--- src/rtl/serial_add_ctrl_if.sv ---
// Request/response bundle between a requester and the bit-serial add/subtract controller.
// The requester drives the operands and the start strobe; the controller drives status and results.
interface serial_add_ctrl_if #(
   parameter int WIDTH = 8
);
   logic             start;
   logic             sub;
   logic [WIDTH-1:0] a;
   logic [WIDTH-1:0] b;
   logic             busy;
   logic             done;
   logic [WIDTH-1:0] result;
   logic             c_out;
   logic             overflow;

   modport master (
      output start, sub, a, b,
      input  busy, done, result, c_out, overflow
   );

   modport slave (
      input  start, sub, a, b,
      output busy, done, result, c_out, overflow
   );
endinterface

--- src/rtl/serial_add_ctrl.sv ---
// Bit-serial add/subtract controller: one shared full adder processes the operands LSB
// first, one bit per clock. Subtraction is a + ~b + 1, with the +1 preset into the carry flop.
module full_adder (
   output logic sum,
   output logic c_out,
   input  logic a,
   input  logic b,
   input  logic c_in
);
   assign sum   = a ^ b ^ c_in;
   assign c_out = (a & b) | (c_in & (a ^ b));
endmodule

module serial_add_ctrl #(
   parameter int WIDTH = 8
) (
   input  logic             clk,
   input  logic             reset,
   serial_add_ctrl_if.slave bus
);
   localparam int                CNT_W    = $clog2(WIDTH);
   localparam logic [CNT_W-1:0] LAST_CNT = CNT_W'(WIDTH - 1);
   localparam logic [CNT_W-1:0] MSB_CNT  = CNT_W'(WIDTH - 2);

   typedef enum logic [1:0] {
      IDLE = 2'd0,
      RUN  = 2'd1,
      DONE = 2'd2
   } state_t;

   state_t           state_r;
   state_t           state_next_s;
   logic [CNT_W-1:0] cnt_r;
   logic [WIDTH-1:0] sh_a_r;
   logic [WIDTH-1:0] sh_b_r;
   logic [WIDTH-1:0] sh_s_r;
   logic [WIDTH-1:0] result_r;
   logic             carry_r;
   logic             cin_msb_r;
   logic             c_out_r;
   logic             overflow_r;
   logic             busy_s;
   logic             done_s;
   logic             last_bit_s;
   logic             fa_sum_s;
   logic             fa_c_out_s;

   full_adder u_fa (
      .sum   (fa_sum_s),
      .c_out (fa_c_out_s),
      .a     (sh_a_r[0]),
      .b     (sh_b_r[0]),
      .c_in  (carry_r)
   );

   assign last_bit_s = (cnt_r == LAST_CNT);

   // State register
   always_ff @(posedge clk) begin
      if (reset) begin
         state_r <= IDLE;
      end else begin
         state_r <= state_next_s;
      end
   end

   // Next-state decode; DONE always falls back to IDLE so start cannot queue
   always_comb begin
      state_next_s = IDLE;
      case (state_r)
         IDLE: begin
            if (bus.start) begin
               state_next_s = RUN;
            end else begin
               state_next_s = IDLE;
            end
         end
         RUN: begin
            if (last_bit_s) begin
               state_next_s = DONE;
            end else begin
               state_next_s = RUN;
            end
         end
         DONE:    state_next_s = IDLE;
         default: state_next_s = IDLE;
      endcase
   end

   // Status decode from the registered state only
   always_comb begin
      busy_s = 1'b0;
      done_s = 1'b0;
      case (state_r)
         IDLE: begin
            busy_s = 1'b0;
            done_s = 1'b0;
         end
         RUN: begin
            busy_s = 1'b1;
            done_s = 1'b0;
         end
         DONE: begin
            busy_s = 1'b0;
            done_s = 1'b1;
         end
         default: begin
            busy_s = 1'b0;
            done_s = 1'b0;
         end
      endcase
   end

   // Operand shifters, carry feedback, bit counter and result capture
   always_ff @(posedge clk) begin
      if (reset) begin
         cnt_r      <= '0;
         sh_a_r     <= '0;
         sh_b_r     <= '0;
         sh_s_r     <= '0;
         carry_r    <= 1'b0;
         cin_msb_r  <= 1'b0;
         result_r   <= '0;
         c_out_r    <= 1'b0;
         overflow_r <= 1'b0;
      end else begin
         case (state_r)
            IDLE: begin
               if (bus.start) begin
                  sh_a_r  <= bus.a;
                  sh_b_r  <= bus.sub ? ~bus.b : bus.b;
                  carry_r <= bus.sub;
                  cnt_r   <= '0;
               end
            end
            RUN: begin
               sh_a_r  <= {1'b0, sh_a_r[WIDTH-1:1]};
               sh_b_r  <= {1'b0, sh_b_r[WIDTH-1:1]};
               sh_s_r  <= {fa_sum_s, sh_s_r[WIDTH-1:1]};
               carry_r <= fa_c_out_s;
               cnt_r   <= cnt_r + CNT_W'(1);
               // Carry out of bit WIDTH-2 is the carry into the sign bit
               if (cnt_r == MSB_CNT) begin
                  cin_msb_r <= fa_c_out_s;
               end
               if (last_bit_s) begin
                  result_r   <= {fa_sum_s, sh_s_r[WIDTH-1:1]};
                  c_out_r    <= fa_c_out_s;
                  overflow_r <= cin_msb_r ^ fa_c_out_s;
               end
            end
            DONE: begin
               cnt_r <= '0;
            end
            default: begin
               cnt_r <= '0;
            end
         endcase
      end
   end

   assign bus.busy     = busy_s;
   assign bus.done     = done_s;
   assign bus.result   = result_r;
   assign bus.c_out    = c_out_r;
   assign bus.overflow = overflow_r;
endmodule

--- src/flat_wrapper.sv ---
// flat-port wrapper written by rule: the top's interface ports become plain ports
module serial_add_ctrl_flat 
#(
   parameter int WIDTH = 8
)
  (clk, reset, bus_start, bus_sub, bus_a, bus_b, bus_busy, bus_done, bus_result, bus_c_out, bus_overflow);
  serial_add_ctrl_if #(.WIDTH(WIDTH)) bus_i ();
  input  logic clk;
  input  logic reset;
  input wire logic [$bits(bus_i.start)-1:0] bus_start;
  input wire logic [$bits(bus_i.sub)-1:0] bus_sub;
  input wire logic [$bits(bus_i.a)-1:0] bus_a;
  input wire logic [$bits(bus_i.b)-1:0] bus_b;
  output wire logic [$bits(bus_i.busy)-1:0] bus_busy;
  output wire logic [$bits(bus_i.done)-1:0] bus_done;
  output wire logic [$bits(bus_i.result)-1:0] bus_result;
  output wire logic [$bits(bus_i.c_out)-1:0] bus_c_out;
  output wire logic [$bits(bus_i.overflow)-1:0] bus_overflow;
  assign bus_i.start = bus_start;
  assign bus_i.sub = bus_sub;
  assign bus_i.a = bus_a;
  assign bus_i.b = bus_b;
  assign bus_busy = bus_i.busy;
  assign bus_done = bus_i.done;
  assign bus_result = bus_i.result;
  assign bus_c_out = bus_i.c_out;
  assign bus_overflow = bus_i.overflow;
  serial_add_ctrl #(.WIDTH(WIDTH)) u_core (.clk(clk), .reset(reset), .bus(bus_i));
endmodule
--- config.mk ---
export PLATFORM = sky130hd
export DESIGN_NAME = serial_add_ctrl_flat
export DESIGN_NICKNAME = d
export VERILOG_FILES = /design/src/rtl/serial_add_ctrl_if.sv /design/src/rtl/serial_add_ctrl.sv /design/src/flat_wrapper.sv
export SDC_FILE = /design/constraint.sdc
export NUM_CORES = 1
export LEC_CHECK = 0
export BUFFER_PORTS_ARGS = -buffer_cell sky130_fd_sc_hd__buf_2
export CAP_MARGIN = 0
export CORE_ASPECT_RATIO = 1.25
export CORE_MARGIN = 4
export CORE_UTILIZATION = 48
export CTS_CLUSTER_DIAMETER = 80
export DETAILED_ROUTE_END_ITERATION = 10
export GPL_ROUTABILITY_DRIVEN = 1
export PLACE_DENSITY_LB_ADDON = 0.15
export SLEW_MARGIN = 5
export SYNTH_ARGS = -nofsm -noshare
export SYNTH_HDL_FRONTEND = slang
export SYNTH_HIERARCHICAL = 1
export SYNTH_SLANG_ARGS = --single-unit
--- constraint.sdc ---
create_clock -name clk -period 1.3 [get_ports clk]
set_input_delay 0.065 -clock clk [delete_from_list [all_inputs] [get_ports clk]]
set_output_delay 0.065 -clock clk [all_outputs]
set_load 0.05 [all_outputs]
==> flow_summary_export.csv, run 1 <==
group,metric,value,unit
outcome,outcome,"finished, final reports clean",
timing,worst_pin_slew,489.3,ps
clock_tree,cts.sinks,40,
timing,fin_crit_sh,99.54,%
timing,post-route-min-period,1294,ps
floorplanning,die_w,61.30,um
worst_setup_path,worstPathCellList,"buf_4 > buf_6 > nor2b_2 > buf_6",
detailed_routing,drc_errors,0,
detailed_routing,wl_per_cell,12.91,um
worst_setup_path,end_kind,"output pin",
cells_and_area,final_util,67.15,%
synthesis,synth_warnings,6,
clock_tree,cts-root-buf,"clkbuf_8",
synthesis,seq_area_frac_synth,46.99,%
run,max_cap_viol_count,0,
synthesis,synthCells,188,
synthesis,synth_adder_area_share,3.377,%
synthesis,synth_ff_type,"dfxtp_1",
synthesis,synth_top_family_by_area,"simple AND/OR/NAND/NOR gates",
detailed_routing,viasPerCell,5.390,
timing,hold_ws,17.54,ps
synthesis,ys_seq_elements,40,
worst_setup_path,start_kind,"flip-flop",
grt,grt.overflow.total,0,
cells_and_area,insertedDiodeCount,0,
power_and_ir_drop,peakVddDrop,0.001112,V
power_and_ir_drop,p_leak,0.9040,nW
worst_setup_path,path_max_fanout,10,
synthesis,ys_async_sr_fraction,0,%
cells_and_area,nNetsFinal,258,
clock_tree,cts_tree,"built",
worst_setup_path,setup.worst_path.class,"flip-flop to output pin",
place,hpwlAfterDp,2.547,mm
synthesis,ys_types,31,
timing,max-slew-margin-rel,67.26,%
floorplanning,coreArea,3309,um2
cells_and_area,nFillCells,270,
clock_tree,cts_buffer_depth,2,
worst_setup_path,cp.arrival,1230,ps
worst_setup_path,slowest_delay,360,ps
detailed_routing,drtIter0Drc,62,
cells_and_area,areaGrowthSynthToFinish,30.40,%
place,portBuffers,31,
power_and_ir_drop,pwr_density_cell,1091,nW/um2
synthesis,synth_area,1704,um2
floorplanning,dieArea,4574,um2
grt,antenna_found_initial,0,
detailed_routing,drt.antenna.violating_nets,0,
timing,clock-skew-final,5.373,ps
detailed_routing,finalWirelength,3.511,mm
clock_tree,clkTransAtPathRegs,80,ps
synthesis,synth-compound-area-share,16.67,%
synthesis,synth_mux_area_share,5.286,%
timing,max_freq,772.8,MHz
clock_tree,ctsHtreeMaxLevel,2,
grt,grt_max_degree,25,
detailed_routing,dr.pass1.iters,4,
worst_setup_path,critPathTopFamily,"buffers and inverters",
worst_setup_path,critPathSlowestCell,"dfxtp_2",
timing,slew_viol_final,0,
synthesis,synth_edf_count,0,
hold_path,hp-start,"bus_a[7]",
timing,rsz0062_at_grt,"true",
worst_setup_path,cp_num_buf_inv,3,
worst_setup_path,path_common_cell,"buf_6",
floorplanning,die_h,74.62,um
grt,grt_pass1_wl,6.037,mm
worst_setup_path,r2r-start,"u_core/state_r[1]",
synthesis,synthSimpleGateAreaFrac,17.62,%
hold_path,hold_path_class,"input port to flip-flop",
floorplanning,io_pins,32,
cells_and_area,drive_gt1_share,39.57,%
synthesis,synth_xor_area_share,4.626,%
floorplanning,start_util,51.49,%
grt,grt_pass1_vias,1397,
clock_tree,insertion_delay,290,ps
grt,track_usage,17.74,%
synthesis,syn_nets,212,
worst_setup_path,crit_start,"u_core/state_r[0]",
place,gp_congestion,0.7706,
floorplanning,num_rows,23,
synthesis,avgSynthCellArea,9.065,um2
clock_tree,numCtsBuffers,5,
worst_setup_path,cp.required,1240,ps
clock_tree,cts_hold_buffers,0,
timing,finalSetupViolCount,0,
detailed_routing,vias,1466,
timing,final_hold_viol_count,0,
## layer usage
layer / global-route usage (%) / part of all wire [%]
met1: 20.09 / 40
met2: 30.59 / 52
met3: 3.945 / 5.0
met4: 9.157 / 2.1
met5: 0 / 0
## placed cells by master, fill, tap and decap left out, types with 5 or more instances in the layout
cell	count
a211oi_1	7
a21oi_1	16
a221o_2	7
buf_2	29
buf_4	16
buf_6	5
clkbuf_8	5
dfxtp_1	36
mux2i_1	9
nand2_1	27
nand2_2	5
nor2_1	20
xnor2_1	8
## stage by stage
stage | cell area [um2] | power (mW) | std cells | setup WS [ps] | setup TNS, ps
6_report | 2222 | 2.423 | 272 | 5.957 | 0
5_1_grt | 2222 | 2.544 | 272 | -60.45 | -215.5
4_1_cts | 2177 | 2.445 | 272 | -14.43 | -55.18
3_5_place_dp | 1972 | 1.622 | 260 | -122.9 | -784.8
3_3_place_gp | 1972 | 1.609 | 260 | -58.57 | -58.57
2_1_floorplan | 1708 | 1.529 | 188 | 24.15 | 0
## tightest hold or removal path, delay by kind of cell
kind	cells	cell delay, ps
AO/OA/AOI/OAI	1	50
buffers and inverters	1	80
AND/OR/NAND/NOR	1	80
## worst paths after layout
check,endpoint,slack (ps),cells past startpoint
worst max-delay path,bus_done,6,4
worst min-delay path,u_core/sh_a_r[7],20,3
worst max register to register,u_core/sh_b_r[5],20,4
worst min register to register,u_core/bus.result[4],460,2
## timing repair
item	CTS	global route
endpoints found under the hold margin	0	0
endpoints found under the setup margin	19	25
pin swaps	2	5
setup buffers	3	1
gates resized for setup	17	21
gates cloned	1	0
## cell type report
type | count | area, um2 | share of cell area [%]
flip-flops and latches | 40 | 808.3 | 36.37
well taps | 37 | 46.29 | 2.083
clock buffers | 5 | 68.82 | 3.097
inverters | 4 | 17.52 | 0.7883
clock inverters | 3 | 18.77 | 0.8446
repair buffers | 52 | 364.1 | 16.39
multi-input cells | 131 | 898.4 | 40.43
## cells in the mapped netlist (3+ instances only)
master	number	area (um2)
nor3b_1	4	30.03
buf_2	4	20.02
xnor2_1	8	70.07
a211oi_1	9	67.56
nor3_1	4	20.02
ha_1	3	37.54
nor2_1	20	75.07
clkbuf_1	4	15.01
a221o_2	7	78.83
inv_1	3	11.26
mux2i_1	9	90.09
nand2_1	33	123.9
a21oi_1	20	100.1
dfxtp_1	40	800.8
## flip-flops by register name, indices dropped and copies added, names as in the netlist, 2 cells and up
signal	count
u_core/bus.result	8
u_core/sh_b_r	8
u_core/state_r	2
u_core/cnt_r	3
u_core/sh_s_r	7
u_core/sh_a_r	8
## logic make-up after synthesis
logic type | after synthesis
DFF | 40
xor gates and xnor gates | 9
and+or+nand+nor | 68
AOI/OAI and AO/OA | 41
buffers and inverters | 17
adders and majority gates | 4
muxes | 9
## power breakdown
part	switching [mW]	leakage [nW]	internal (mW)	total, mW
registers	0.0354	0.328	1.28	1.31
clock network	0.433	0.0479	0.374	0.807
logic	0.152	0.528	0.153	0.305
total	0.620	0.904	1.80	2.42
No activity file was read; power rests on OpenSTA's default activity.
==> run 2: changes to the inputs <==
--- a/config.mk
+++ b/config.mk
@@ -15,3 +15,5 @@
 export GPL_ROUTABILITY_DRIVEN = 1
+export GPL_TIMING_DRIVEN = 1
 export PLACE_DENSITY_LB_ADDON = 0.15
+export SKIP_CTS_REPAIR_TIMING = 1
 export SLEW_MARGIN = 5
--- a/constraint.sdc
+++ b/constraint.sdc
@@ -3,2 +3,2 @@
 set_output_delay 0.065 -clock clk [all_outputs]
-set_load 0.05 [all_outputs]
+set_load 0.01 [all_outputs]
==> run 2 against run 1 <==
Effect of this change:
- combinational power about the same
- sequential power about the same
- critical path depth decreased by 1
- via count about the same
- critical path type is now flip-flop to flip-flop
==> flow_summary_export.csv, run 2 (synthesis results as in run 1) <==
group,metric,value,unit
timing,max-slew-margin-rel,78.97,%
clock_tree,insertion_delay,290,ps
grt,antenna_found_initial,0,
floorplanning,io_pins,32,
place,placedCellCount,258,
floorplanning,dieArea,4574,um2
grt,track_usage,16.96,%
place,gp_congestion,0.7378,
detailed_routing,finalWirelength,3.617,mm
cells_and_area,final_area,2135,um2
detailed_routing,drt.antenna.violating_nets,0,
cells_and_area,final_util,64.50,%
place,portBuffers,31,
worst_setup_path,path_max_fanout,7,
grt,use_met2,29.88,%
timing,post-route-min-period,1246,ps
power_and_ir_drop,p_leak,0.8840,nW
floorplanning,die_h,74.62,um
timing,worst_pin_slew,315.1,ps
power_and_ir_drop,peakVddDrop,0.0009360,V
hold_path,hold_path_class,"input port to flip-flop",
timing,rsz0062_at_grt,"false",
worst_setup_path,setup.worst_path.class,"flip-flop to flip-flop",
worst_setup_path,end_kind,"flip-flop",
timing,finalSetupViolCount,0,
clock_tree,cts_buffer_depth,2,
detailed_routing,viasPerCell,5.386,
timing,clock-skew-final,3.868,ps
floorplanning,coreArea,3309,um2
place,hpwlAfterDp,2.576,mm
power_and_ir_drop,p_total,2.431,mW
detailed_routing,vias,1465,
cells_and_area,areaGrowthSynthToFinish,25.26,%
grt,grt.overflow.total,0,
place,pre_cts_slack,-100.7,ps
grt,grt_pass1_vias,1352,
timing,final_hold_viol_count,0,
timing,setup-tns-final,0,ps
worst_setup_path,cp.arrival,1480,ps
clock_tree,ctsHtreeMaxLevel,2,
grt,grt_max_degree,20,
cells_and_area,nNetsFinal,258,
worst_setup_path,cp.required,1540,ps
timing,fin_crit_sh,95.83,%
grt,grt_pass1_wl,5.761,mm
cells_and_area,insertedDiodeCount,0,
detailed_routing,dr.pass1.iters,5,
cells_and_area,drive_gt1_share,34.47,%
worst_setup_path,r2r_slack,50,ps
grt,grt_util_met1,18.54,%
cells_and_area,final_common_cell,"dfxtp_1",
clock_tree,cts-root-buf,"clkbuf_8",
clock_tree,clkTransAtPathRegs,70,ps
clock_tree,cts_tree,"built",
floorplanning,num_rows,23,
place,place_area,1941,um2
outcome,outcome,"finished, final reports clean",
grt,globalRouteMet3Util,6.003,%
run,max_cap_viol_count,0,
grt,top_usage_layer,"met2",
floorplanning,die_w,61.30,um
cells_and_area,instances_no_fill,272,
detailed_routing,drtIter0Drc,53,
detailed_routing,drc_errors,0,
clock_tree,cts.sinks,40,
timing,max_freq,802.7,MHz
timing,hold_ws,12.22,ps
worst_setup_path,start_kind,"flip-flop",
detailed_routing,wl_per_cell,13.30,um
timing,setup_ws,54.25,ps
clock_tree,numCtsBuffers,5,
power_and_ir_drop,pwr_density_cell,1139,nW/um2
timing,slew_viol_final,0,
floorplanning,start_util,51.49,%
cells_and_area,layout_common_cells,"dfxtp_1 (37), nand2_1 (33), buf_2 (31), a21oi_1 (19), buf_4 (19)",
==> run 2: changes by cell type in the layout (fill, tap and decap cells not counted), sizes merged <==
| cell | previous run | this run |
|---|---|---|
| clkbuf | 5 | 6 |
| and3b | 1 | 2 |
| buf | 52 | 51 |
| clkinvlp | 0 | 1 |
| clkinv | 3 | 2 |
| inv | 4 | 3 |
==> run 2: final timing paths <==
path,start,end,depth (start not counted)
worst max-delay path,u_core/state_r[1],u_core/sh_b_r[2],3
worst min-delay path,bus_a[7],u_core/sh_a_r[7],3
worst max register to register,u_core/state_r[1],u_core/sh_b_r[2],3
worst min register to register,u_core/bus.result[1],u_core/bus.result[1],2
==> run 2: power by group <==
group	switching (mW)	leakage (nW)	total [mW]	internal, mW
combinational	0.149	0.506	0.302	0.152
clock	0.397	0.0510	0.820	0.423
sequential	0.0320	0.327	1.31	1.28
total	0.578	0.884	2.43	1.85
==> run 2: critical path, stage by stage, from the launching register on <==
cell,delay [ps]
dfxtp_1,330
or4b_4,600
nor2_1,150
a221o_2,120
==> run 2: routing by layer <==
metal,routed length (um),up-vias
met5,0,-
met4,49,0
met3,203,5
met2,1891,43
met1,1472,679
li1,-,738
==> run 2: layout make-up <==
| cell class | instances | area, um2 |
|---|---|---|
| Timing Repair Buffer | 51 | 309.0 |
| Tap cell | 37 | 46.29 |
| Fill cell | 288 | 1175 |
| Clock inverter | 2 | 10.01 |
| Sequential cell | 40 | 804.5 |
| Multi-Input combinational cell | 132 | 863.3 |
| Inverter | 4 | 18.77 |
| Clock buffer | 6 | 82.58 |
